--- src/rtl/id_ex_stage_reg.sv ---
// ID/EX pipeline register: captures decode results and detects load-use
// hazards. Bubbles are inserted on flush or stall and counted in a
// saturating counter.
module id_ex_stage_reg #(
    parameter int unsigned XLEN  = 64,
    parameter int unsigned CNT_W = 32
) (
    input  logic             clk,
    input  logic             reset,
    input  logic             id_valid,
    input  logic [1:0]       id_ALUop,
    input  logic             id_branch,
    input  logic             id_memRead,
    input  logic             id_memtoReg,
    input  logic             id_memWrite,
    input  logic             id_ALUsrc,
    input  logic             id_regWrite,
    input  logic [XLEN-1:0]  id_pc,
    input  logic [XLEN-1:0]  id_rdata1,
    input  logic [XLEN-1:0]  id_rdata2,
    input  logic [XLEN-1:0]  id_imm,
    input  logic [4:0]       id_rs1,
    input  logic [4:0]       id_rs2,
    input  logic [4:0]       id_rd,
    input  logic             id_use_rs1,
    input  logic             id_use_rs2,
    input  logic [3:0]       id_funct,
    input  logic             flush,
    input  logic             hold,
    output logic             stall,
    output logic             ex_valid,
    output logic [1:0]       ex_ALUop,
    output logic             ex_branch,
    output logic             ex_memRead,
    output logic             ex_memtoReg,
    output logic             ex_memWrite,
    output logic             ex_ALUsrc,
    output logic             ex_regWrite,
    output logic [XLEN-1:0]  ex_pc,
    output logic [XLEN-1:0]  ex_rdata1,
    output logic [XLEN-1:0]  ex_rdata2,
    output logic [XLEN-1:0]  ex_imm,
    output logic [4:0]       ex_rs1,
    output logic [4:0]       ex_rs2,
    output logic [4:0]       ex_rd,
    output logic [3:0]       ex_funct,
    output logic [CNT_W-1:0] bubble_count
);

    logic rs1_hit;
    logic rs2_hit;
    logic load_use;
    logic bubble;

    // Load-use hazard: EX holds a load whose destination the decode
    // instruction reads; masked while flushing or frozen.
    always_comb begin
        rs1_hit  = id_use_rs1 && (id_rs1 == ex_rd);
        rs2_hit  = id_use_rs2 && (id_rs2 == ex_rd);
        load_use = ex_valid && ex_memRead && (ex_rd != 5'd0) && id_valid
                   && (rs1_hit || rs2_hit);
        stall    = load_use && !flush && !hold;
        bubble   = flush || stall;
    end

    // Pipeline register: flush/stall insert a bubble, hold freezes, else capture.
    always_ff @(posedge clk or posedge reset) begin
        if (reset) begin
            ex_valid    <= 1'b0;
            ex_ALUop    <= 2'b00;
            ex_branch   <= 1'b0;
            ex_memRead  <= 1'b0;
            ex_memtoReg <= 1'b0;
            ex_memWrite <= 1'b0;
            ex_ALUsrc   <= 1'b0;
            ex_regWrite <= 1'b0;
            ex_pc       <= '0;
            ex_rdata1   <= '0;
            ex_rdata2   <= '0;
            ex_imm      <= '0;
            ex_rs1      <= 5'd0;
            ex_rs2      <= 5'd0;
            ex_rd       <= 5'd0;
            ex_funct    <= 4'd0;
        end else if (bubble) begin
            ex_valid    <= 1'b0;
            ex_ALUop    <= 2'b00;
            ex_branch   <= 1'b0;
            ex_memRead  <= 1'b0;
            ex_memtoReg <= 1'b0;
            ex_memWrite <= 1'b0;
            ex_ALUsrc   <= 1'b0;
            ex_regWrite <= 1'b0;
            ex_pc       <= '0;
            ex_rdata1   <= '0;
            ex_rdata2   <= '0;
            ex_imm      <= '0;
            ex_rs1      <= 5'd0;
            ex_rs2      <= 5'd0;
            ex_rd       <= 5'd0;
            ex_funct    <= 4'd0;
        end else if (!hold) begin
            ex_valid    <= id_valid;
            ex_ALUop    <= id_valid ? id_ALUop : 2'b00;
            ex_branch   <= id_valid && id_branch;
            ex_memRead  <= id_valid && id_memRead;
            ex_memtoReg <= id_valid && id_memtoReg;
            ex_memWrite <= id_valid && id_memWrite;
            ex_ALUsrc   <= id_ALUsrc;
            ex_regWrite <= id_valid && id_regWrite;
            ex_pc       <= id_pc;
            ex_rdata1   <= id_rdata1;
            ex_rdata2   <= id_rdata2;
            ex_imm      <= id_imm;
            ex_rs1      <= id_rs1;
            ex_rs2      <= id_rs2;
            ex_rd       <= id_rd;
            ex_funct    <= id_funct;
        end
    end

    // Saturating count of inserted bubbles; cleared only by reset.
    always_ff @(posedge clk or posedge reset) begin
        if (reset) begin
            bubble_count <= '0;
        end else if (bubble && (bubble_count != {CNT_W{1'b1}})) begin
            bubble_count <= bubble_count + CNT_W'(1);
        end
    end

endmodule

--- config.mk ---
export PLATFORM = sky130hd
export DESIGN_NAME = id_ex_stage_reg
export DESIGN_NICKNAME = d
export VERILOG_FILES = /design/src/rtl/id_ex_stage_reg.sv
export SDC_FILE = /design/constraint.sdc
export NUM_CORES = 1
export LEC_CHECK = 0
export ABC_AREA = 1
export CAP_MARGIN = 10
export CORE_AREA = 2 2 235 237
export CTS_BUF_LIST = sky130_fd_sc_hd__clkbuf_8
export DETAILED_ROUTE_END_ITERATION = 8
export DIE_AREA = 0 0 237 239
export SLEW_MARGIN = 10
export SYNTH_ARGS = -nofsm -noshare
export SYNTH_HDL_FRONTEND = slang
export SYNTH_SLANG_ARGS = --single-unit
export TNS_END_PERCENT = 1
--- constraint.sdc ---
create_clock -name clk -period 13.2 [get_ports clk]
set_clock_uncertainty 0.15 [all_clocks]
set_input_delay 2.64 -clock clk [delete_from_list [all_inputs] [get_ports clk]]
set_output_delay 2.64 -clock clk [all_outputs]
set_load 0.02 [all_outputs]
==> impl_metrics.ini, run 1 <==
[routing]
wl_per_cell_um = 17.4
vias = 13200
first_iter_violations = 819
wl_mm = 51.4
drc = 0
routed_via_density = 4.49
antenna_left = 0
dr.pass1.iters = 7

[cts]
ctsResizeCount = 0
clkTransAtPathRegs_ns = 0.06
clk_latency_ns = 0.63
cts.sinks = 316
cts_tree = built
post_cts_buffers = 0
cts-root-buf = clkbuf_8
cts_hold_buf = 0
htree_levels = 2
cts_buffers = 59
ctsLongestPathBuffers = 3

[critical_path]
rr_worst_depth = 9
crit_required_ns = 10.41
cp_slowest_stage_delay_ns = 0.57
crit_fanout = 18
path_class = primary input to primary output
crit_chain = clkdlybuf4s50_1 > clkinv_1 > nand4_1 > nor2_1 > nand2_2 > inv_1 > clkdlybuf4s50_1
crit_buf_inv = 4
worst_setup_path_start_kind = primary input
arrival_ns = 4.81
critPathLaunch = flush
crit_path_frequent_cell = clkdlybuf4s50_1
cp.depth = 7
cpMaxStageDelayCell = clkdlybuf4s50_1
cpLargestDelayFamily = buffers and inverters
cp-end-kind = primary output
r2r-start = bubble_count[0]

[power_and_ir_drop]
p_int_mw = 1.73
leakagePower_nw = 9.31
vdd_ir_drop_max_uv = 63.1
power_frac_clock = 0.389
switching_share = 0.285
p_comb_frac = 0.175
powerDensity_nw_per_um2 = 114
seqPwrFrac = 0.436
switchingPower_mw = 0.691

[flow_run]
max_cap_viol_count = 0

[logic_synthesis]
syn_area_um2 = 13500
synthTopCellsByArea = dfrtp_1 59%, nand2_1 20%, a21oi_1 10%
yosysWarnings = 0
synth_nets = 1915
netlist.area_leader.share = 0.585
yosysTopAreaCell = dfrtp_1
postSynthAreaPerCell_um2 = 8.32
synth_cell_type_count = 24
synthCells = 1624
synth_ff_type = dfrtp_1
synth_edf_count = 0
synth.yosys.seq_area_share = 0.585
async_flop_share = 1.00
synth-seq-cells = 316

[placed_design]
routabilityCongestion = 0.874
placed_cells = 2841
dp_hpwl_mm = 35.8
portBuffers = 606
preCtsSetupSlack_ns = 5.62

[sta]
finalMaxSlewViolations = 0
setup_viol = 0
fin_setup_tns_ns = 0
final_hold_viol_count = 0
rsz0062_at_grt = no
worst_slack_ns = 5.60
finalCriticalPeriod_ns = 7.60
fin_crit_sh = 0.576
worst_pin_slew_ns = 1.14
fmax_mhz = 132
relSlewSlack = 0.243

[grt]
antenna_found_initial = 2
grt_pass1_vias = 13000
grt_pass1_wl_mm = 77.7
grt_usage = 0.174
grt_max_degree = 120
gr-total-overflow = 0

[hold_path]
holdCritPathClass = flip-flop to flip-flop
hold_path_depth = 2
min_from = ex_ALUop[0]

[floorplanning]
start_util = 0.249
io_pins = 607
die_x_um = 237
rows = 86
dieArea_um2 = 56600
core-area_um2 = 54300
die_y_um = 239

[cells_and_area]
finalNetCount = 2489
final_common_cell = nand2_1
register_area_um2 = 7910
area_growth_pct = 57.5
n_fill_cell = 5480
drive_above_1_share = 0.0468
post-route-util = 0.392
multi_input_area_um2 = 5040
final_cell_mix = 735 x nand2_1, 605 x clkdlybuf4s50_1, 316 x dfrtp_1
finalNonFillerCells = 2948

[run_status]
status = finished clean
power by group through the flow:
stage                     clock network, mW  logic (mW)  registers [mW]
after floorplan                           0       0.124            1.13
after global placement                    0       0.426            1.07
after detailed placement                  0       0.428            1.07
after CTS                             0.990       0.430            1.06
after global routing                   1.03       0.457            1.06
final                                 0.944       0.424            1.06
sequential cells by signal (all words and copies together), names as in the netlist, 2 cells and up:
name and count:
ex_imm 64, ex_pc 64, ex_rdata1 64, ex_rdata2 64
bubble_count 32, ex_rd 5, ex_rs1 5, ex_rs2 5
ex_funct 4, ex_ALUop 2
routing by layer:
metal	track usage	vias to the layer above	routed length, um
li1	-	6323	-
met1	0.213	6356	20900
met2	0.300	479	25600
met3	0.0488	84	3780
met4	0.0493	2	1160
met5	0	-	8
cell families (layout without fill, tap and decap cells):
family,count (synthesis),count (layout),share of synthesized area
AND/OR/NAND/NOR,886,886,0.259
flip-flops,316,316,0.585
AO/OA/AOI/OAI,276,276,0.102
buffers and inverters,130,749,0.0423
XOR/XNOR,15,15,0.00972
adder cells (fa/ha/maj),1,1,0.000926
other,0,1,0
metrics by stage:
step	hold slack, ns	area (um^2)	power, mW
after floorplan	0.465	13500	1.26
after global placement	0.350	20100	1.50
after detailed placement	0.354	20100	1.50
after CTS	0.372	21300	2.48
after global routing	0.389	21300	2.55
final	0.368	21300	2.43
cell usage after synthesis, types with 2 or more instances:
cell type / n
nand3_1: 44
inv_2: 2
nor3_1: 2
buf_4: 2
xor2_1: 11
xnor2_1: 4
buf_2: 31
inv_1: 24
nand4_1: 9
nand2_2: 3
nand2_1: 735
nand3b_1: 13
dfrtp_1: 316
buf_6: 5
clkbuf_1: 65
a21oi_1: 276
nor2_4: 2
nor2_1: 74
area by class of cell:
type | count | share of cell area
flip-flops and latches | 316 | 0.372
repair buffers | 616 | 0.289
multi-input cells | 1178 | 0.237
clock buffers | 76 | 0.0492
well taps | 704 | 0.0414
clock inverters | 30 | 0.00629
inverters | 27 | 0.00547
diodes | 1 | 0.000118
worst paths after layout:
check / endpoint / slack (ns)
max reg2reg: bubble_count[7] / 9.66
min in group asynchronous: ex_rdata1[21] / 2.43
min: ex_ALUop[0] / 0.37
max in group asynchronous: ex_pc[48] / 8.17
max: stall / 5.60
min reg2reg: ex_ALUop[0] / 0.37
tightest hold or removal path: cells and delay by family (launching register included):
family / cells / cell delay (ns)
DFF: 1 / 0.35
and+or+nand+nor: 2 / 0.14
(Power assumes the default switching activity.)
==> run 2: changes to the inputs <==
==> constraint.sdc (replaced) <==
create_clock -name clk -period 7 [get_ports clk]
set_clock_uncertainty 0.15 [all_clocks]
set_input_delay 1.4 -clock clk [delete_from_list [all_inputs] [get_ports clk]]
set_output_delay 1.4 -clock clk [all_outputs]
set_load 0.02 [all_outputs]
==> run 2 against run 1 <==
  * Flip-flop and latch count did not move
  * Critical path depth unchanged
  * First-iteration DRC count increased by 3.9%
  * Routed wire length shrank 2.3%
  * Sequential power increased by 88%
  * Critical path type unchanged
==> impl_metrics.ini, run 2 (synthesized netlist as in run 1, its figures left out) <==
[floorplanning]
core-area_um2 = 54300
die_x_um = 237
rows = 86
die_y_um = 239
dieArea_um2 = 56600
start_util = 0.249
io_pins = 607

[flow_run]
max_cap_viol_count = 0

[cts]
ctsLongestPathBuffers = 3
clkTransAtPathRegs_ns = 0.06
clk_latency_ns = 0.63
cts-root-buf = clkbuf_8
cts_hold_buf = 0
htree_levels = 2
post_cts_buffers = 0
cts_buffers = 57
cts.sinks = 316
cts_tree = built
ctsResizeCount = 0

[cells_and_area]
area_growth_pct = 57.7
final_common_cell = nand2_1
n_antenna_cell = 0
drive_above_1_share = 0.0443
final_cell_mix = 735 x nand2_1, 605 x clkdlybuf4s50_1, 316 x dfrtp_1
n_fill_cell = 5427
finalNetCount = 2485

[sta]
fin_crit_sh = 0.731
fmax_mhz = 195
final_hold_viol_count = 0
rsz0062_at_grt = no
setup_viol = 0
worst_slack_ns = 1.88
relSlewSlack = 0.176
finalMaxSlewViolations = 0
fin_setup_tns_ns = 0
finalCriticalPeriod_ns = 5.12
worst_pin_slew_ns = 1.24

[critical_path]
worst_setup_path_start_kind = primary input
crit_required_ns = 5.45
crit_fanout = 18
rr_worst_depth = 9
arrival_ns = 3.57
cp-end-kind = primary output
path_class = primary input to primary output

[routing]
dr.pass1.iters = 5
antenna_left = 0
drc = 0
wl_per_cell_um = 17.1
wl_mm = 50.2
first_iter_violations = 851
vias = 13200
routed_via_density = 4.49

[placed_design]
routabilityCongestion = 0.870
dp_hpwl_mm = 35.0
portBuffers = 606
preCtsSetupSlack_ns = 1.92

[grt]
grt_pass1_vias = 13100
grt_max_degree = 184
antenna_found_initial = 3
gr-total-overflow = 0
grt_pass1_wl_mm = 75.8
grt_usage = 0.170

[hold_path]
hold_path_depth = 2
holdCritPathClass = flip-flop to flip-flop

[power_and_ir_drop]
leakagePower_nw = 9.30
powerDensity_nw_per_um2 = 218
vdd_ir_drop_max_uv = 109

[run_status]
status = finished clean
run 2: changes by cell type in the layout (fill, tap and decap cells not counted), sizes merged:
cell and delta:
buf -2, bufinv +5, clkbuf -9, clkinv +1, clkinvlp -1, diode -1
inv -4
run 2: final timing paths:
kind / startpoint / endpoint / slack (ns)
setup / recovery: flush / stall / 1.88
hold / removal: ex_rdata2[50] / ex_rdata2[50] / 0.37
setup reg to reg: bubble_count[0] / bubble_count[15] / 3.53
hold reg to reg: ex_rdata2[50] / ex_rdata2[50] / 0.37
max in group asynchronous: reset / ex_rdata1[16] / 4.31
min in group asynchronous: reset / ex_imm[10] / 1.08
run 2: stage by stage:
stage	std cells	power (mW)	utilization	hold slack, ns	area, um^2
3_3_place_gp	2839	2.82	0.370	0.354	20100
4_1_cts	2937	4.73	0.392	0.373	21300
3_5_place_dp	2839	2.83	0.370	0.364	20100
2_1_floorplan	1624	2.37	-	0.465	13500
6_report	2937	4.65	0.392	0.370	21300
5_1_grt	2937	4.87	0.392	0.384	21300
run 2: final cells by class:
cell class	count	area, um^2	share of cell area
clock buffers	67	922	0.0433
flip-flops and latches	316	7910	0.371
multi-input cells	1178	5040	0.237
inverters	27	113	0.00529
clock inverters	31	270	0.0127
well taps	704	881	0.0413
repair buffers	614	6170	0.290
run 2: per-layer routing:
| layer | vias to the layer above | global-route usage | part of all wire |
|---|---|---|---|
| li1 | 6311 | - | - |
| met1 | 6327 | 0.200 | 0.40 |
| met2 | 457 | 0.288 | 0.49 |
| met3 | 100 | 0.0582 | 0.082 |
| met4 | 6 | 0.0598 | 0.030 |
| met5 | - | 0 | 0.00084 |
run 2: report_power, final:
group          leakage (nW)  total [mW]  internal, mW  switching, mW
Sequential             4.23        1.99          1.92         0.0687
Clock                 0.679        1.86          1.05          0.806
Combinational          4.40       0.798         0.381          0.417
Total                  9.30        4.65          3.35           1.29
run 2: worst max-delay path, stage by stage:
cell and delay [ns]:
clkdlybuf4s50_1 0.46, clkinv_1 0.46, nand4_1 0.28, nor2_1 0.08, nand2_2 0.23, inv_1 0.07
clkdlybuf4s50_1 0.57
==> run 3: changes to the inputs <==
--- a/config.mk
+++ b/config.mk
@@ -7,10 +7,10 @@
 export LEC_CHECK = 0
 export ABC_AREA = 1
 export CAP_MARGIN = 10
-export CORE_AREA = 2 2 235 237
+export CORE_AREA = 2 2 239 241
 export CTS_BUF_LIST = sky130_fd_sc_hd__clkbuf_8
 export DETAILED_ROUTE_END_ITERATION = 8
-export DIE_AREA = 0 0 237 239
+export DIE_AREA = 0 0 241 243
 export SLEW_MARGIN = 10
 export SYNTH_ARGS = -nofsm -noshare
 export SYNTH_HDL_FRONTEND = slang
==> constraint.sdc (replaced) <==
create_clock -name clk -period 4.3 [get_ports clk]
set_clock_uncertainty 0.15 [all_clocks]
set_input_delay 0.86 -clock clk [delete_from_list [all_inputs] [get_ports clk]]
set_output_delay 0.86 -clock clk [all_outputs]
set_load 0.02 [all_outputs]
==> run 3 against run 2 <==
  * First-iteration DRC count decreased by 29%
  * Clock power increased by 53%
  * Routed wire length increased by 3.5%
  * Non-clock buffer count increased by 24
  * Sequential share of layout area decreased by 0.45 points
  * Clock-buffer cell count increased by 5
  * Sequential power increased by 63%
  * Flip-flop and latch count unchanged
  * Largest cell class unchanged
  * Hold slack got worse by 0.0013 ns
  * Highest routed layer unchanged
==> impl_metrics.ini, run 3 (synthesized netlist as in run 1, its figures left out) <==
[cts]
clkTransAtPathRegs_ns = 0.06
cts_hold_buf = 0
cts-root-buf = clkbuf_8
post_cts_buffers = 0
htree_levels = 2
ctsLongestPathBuffers = 3
ctsResizeCount = 0
cts_tree = built
cts_buffers = 59
clk_latency_ns = 0.63
cts.sinks = 316

[sta]
finalCriticalPeriod_ns = 3.90
fin_setup_tns_ns = 0
relSlewSlack = 0.212
rsz0062_at_grt = no
final_hold_viol_count = 0
finalMaxSlewViolations = 0
worst_pin_slew_ns = 1.18
whs_ns = 0.369
setup_viol = 0
fin_crit_sh = 0.907
fmax_mhz = 257

[floorplanning]
io_pins = 607
rows = 87
die_x_um = 241
die_y_um = 243
start_util = 0.241
core-area_um2 = 56000
dieArea_um2 = 58600

[placed_design]
routabilityCongestion = 0.892
place_area_um2 = 20400
portBuffers = 606
dp_hpwl_mm = 38.0

[routing]
dr.pass1.iters = 5
routed_via_density = 4.40
wl_per_cell_um = 17.2
vias = 13300
drc = 0
antenna_left = 0
first_iter_violations = 604
wl_mm = 51.9

[critical_path]
arrival_ns = 2.89
crit_fanout = 10
crit_required_ns = 3.29
cp-end-kind = primary output
path_class = primary input to primary output
worst_setup_path_start_kind = primary input

[power_and_ir_drop]
powerDensity_nw_per_um2 = 344
vdd_ir_drop_max_uv = 198
leakagePower_nw = 9.42

[flow_run]
max_cap_viol_count = 0

[grt]
grt_max_degree = 101
grt_pass1_vias = 13300
antenna_found_initial = 11
grt_usage = 0.170
gr-total-overflow = 0
grt_pass1_wl_mm = 77.8

[cells_and_area]
finalNetCount = 2511
final_cell_area_um2 = 21600
final_cell_mix = 735 x nand2_1, 605 x clkdlybuf4s50_1, 316 x dfrtp_1
final_common_cell = nand2_1
n_fill_cell = 5706
drive_above_1_share = 0.0557
area_growth_pct = 59.7

[run_status]
status = finished clean

[hold_path]
holdCritPathClass = flip-flop to flip-flop
-- run 3: cell count changes in the layout (fill, tap and decap cells not counted), sizes merged --
cell | before | now
buf | 9 | 33
diode | 0 | 6
clkbuf | 67 | 72
bufinv | 5 | 1
clkinvlp | 2 | 4
clkinv | 6 | 7
inv | 45 | 46
-- run 3: layout make-up --
cell class	instances	area [um^2]	share of cell area
sequential	316	7910	0.367
timing repair buffer	638	6390	0.296
multi-input combinational	1178	5040	0.234
clock buffer	72	991	0.0459
tap	756	946	0.0439
clock inverter	31	166	0.00772
inverter	27	113	0.00522
antenna	6	15.0	0.000696
-- run 3: where the power goes --
part           leakage, nW  internal (mW)  switching, mW
clock network        0.667           1.56           1.29
registers             4.23           3.13          0.119
logic                 4.53          0.634          0.686
-- run 3: critical path, cell delays in order --
cell	delay [ns]
clkdlybuf4s50_1	0.48
inv_1	0.06
nand2_1	0.05
nand2_1	0.06
nor2_1	0.21
nand3_1	0.11
nand2_1	0.10
nand2_2	0.18
inv_1	0.13
clkdlybuf4s50_1	0.65
-- run 3: metrics by stage --
stage | utilization | setup slack, ns | total power [mW] | instances
2_1_floorplan | - | -0.921 | 3.86 | 1624
3_3_place_gp | 0.365 | 0.445 | 4.62 | 2915
3_5_place_dp | 0.365 | 0.424 | 4.64 | 2915
4_1_cts | 0.385 | 0.409 | 7.57 | 3018
5_1_grt | 0.385 | 0.302 | 7.81 | 3021
6_report | 0.385 | 0.402 | 7.42 | 3024
-- run 3: routing by layer --
metal | global-route usage | share of wire
met5 | 0 | 0.00040
met4 | 0.0583 | 0.028
met3 | 0.0572 | 0.090
met2 | 0.288 | 0.49
met1 | 0.200 | 0.39
-- run 3: path summary, 6_finish.rpt --
check                                start          endpoint  slack (ns)  cells after the start
setup / recovery                 id_rs1[4]             stall        0.40                     10
max in group asynchronous            reset     ex_rdata1[37]        2.36                      3
setup reg to reg           bubble_count[0]  bubble_count[25]        1.72                     10
hold / removal                ex_rdata1[3]      ex_rdata1[3]        0.37                      2
min in group asynchronous            reset        ex_imm[15]        0.64                      2
hold reg to reg               ex_rdata1[3]      ex_rdata1[3]        0.37                      2
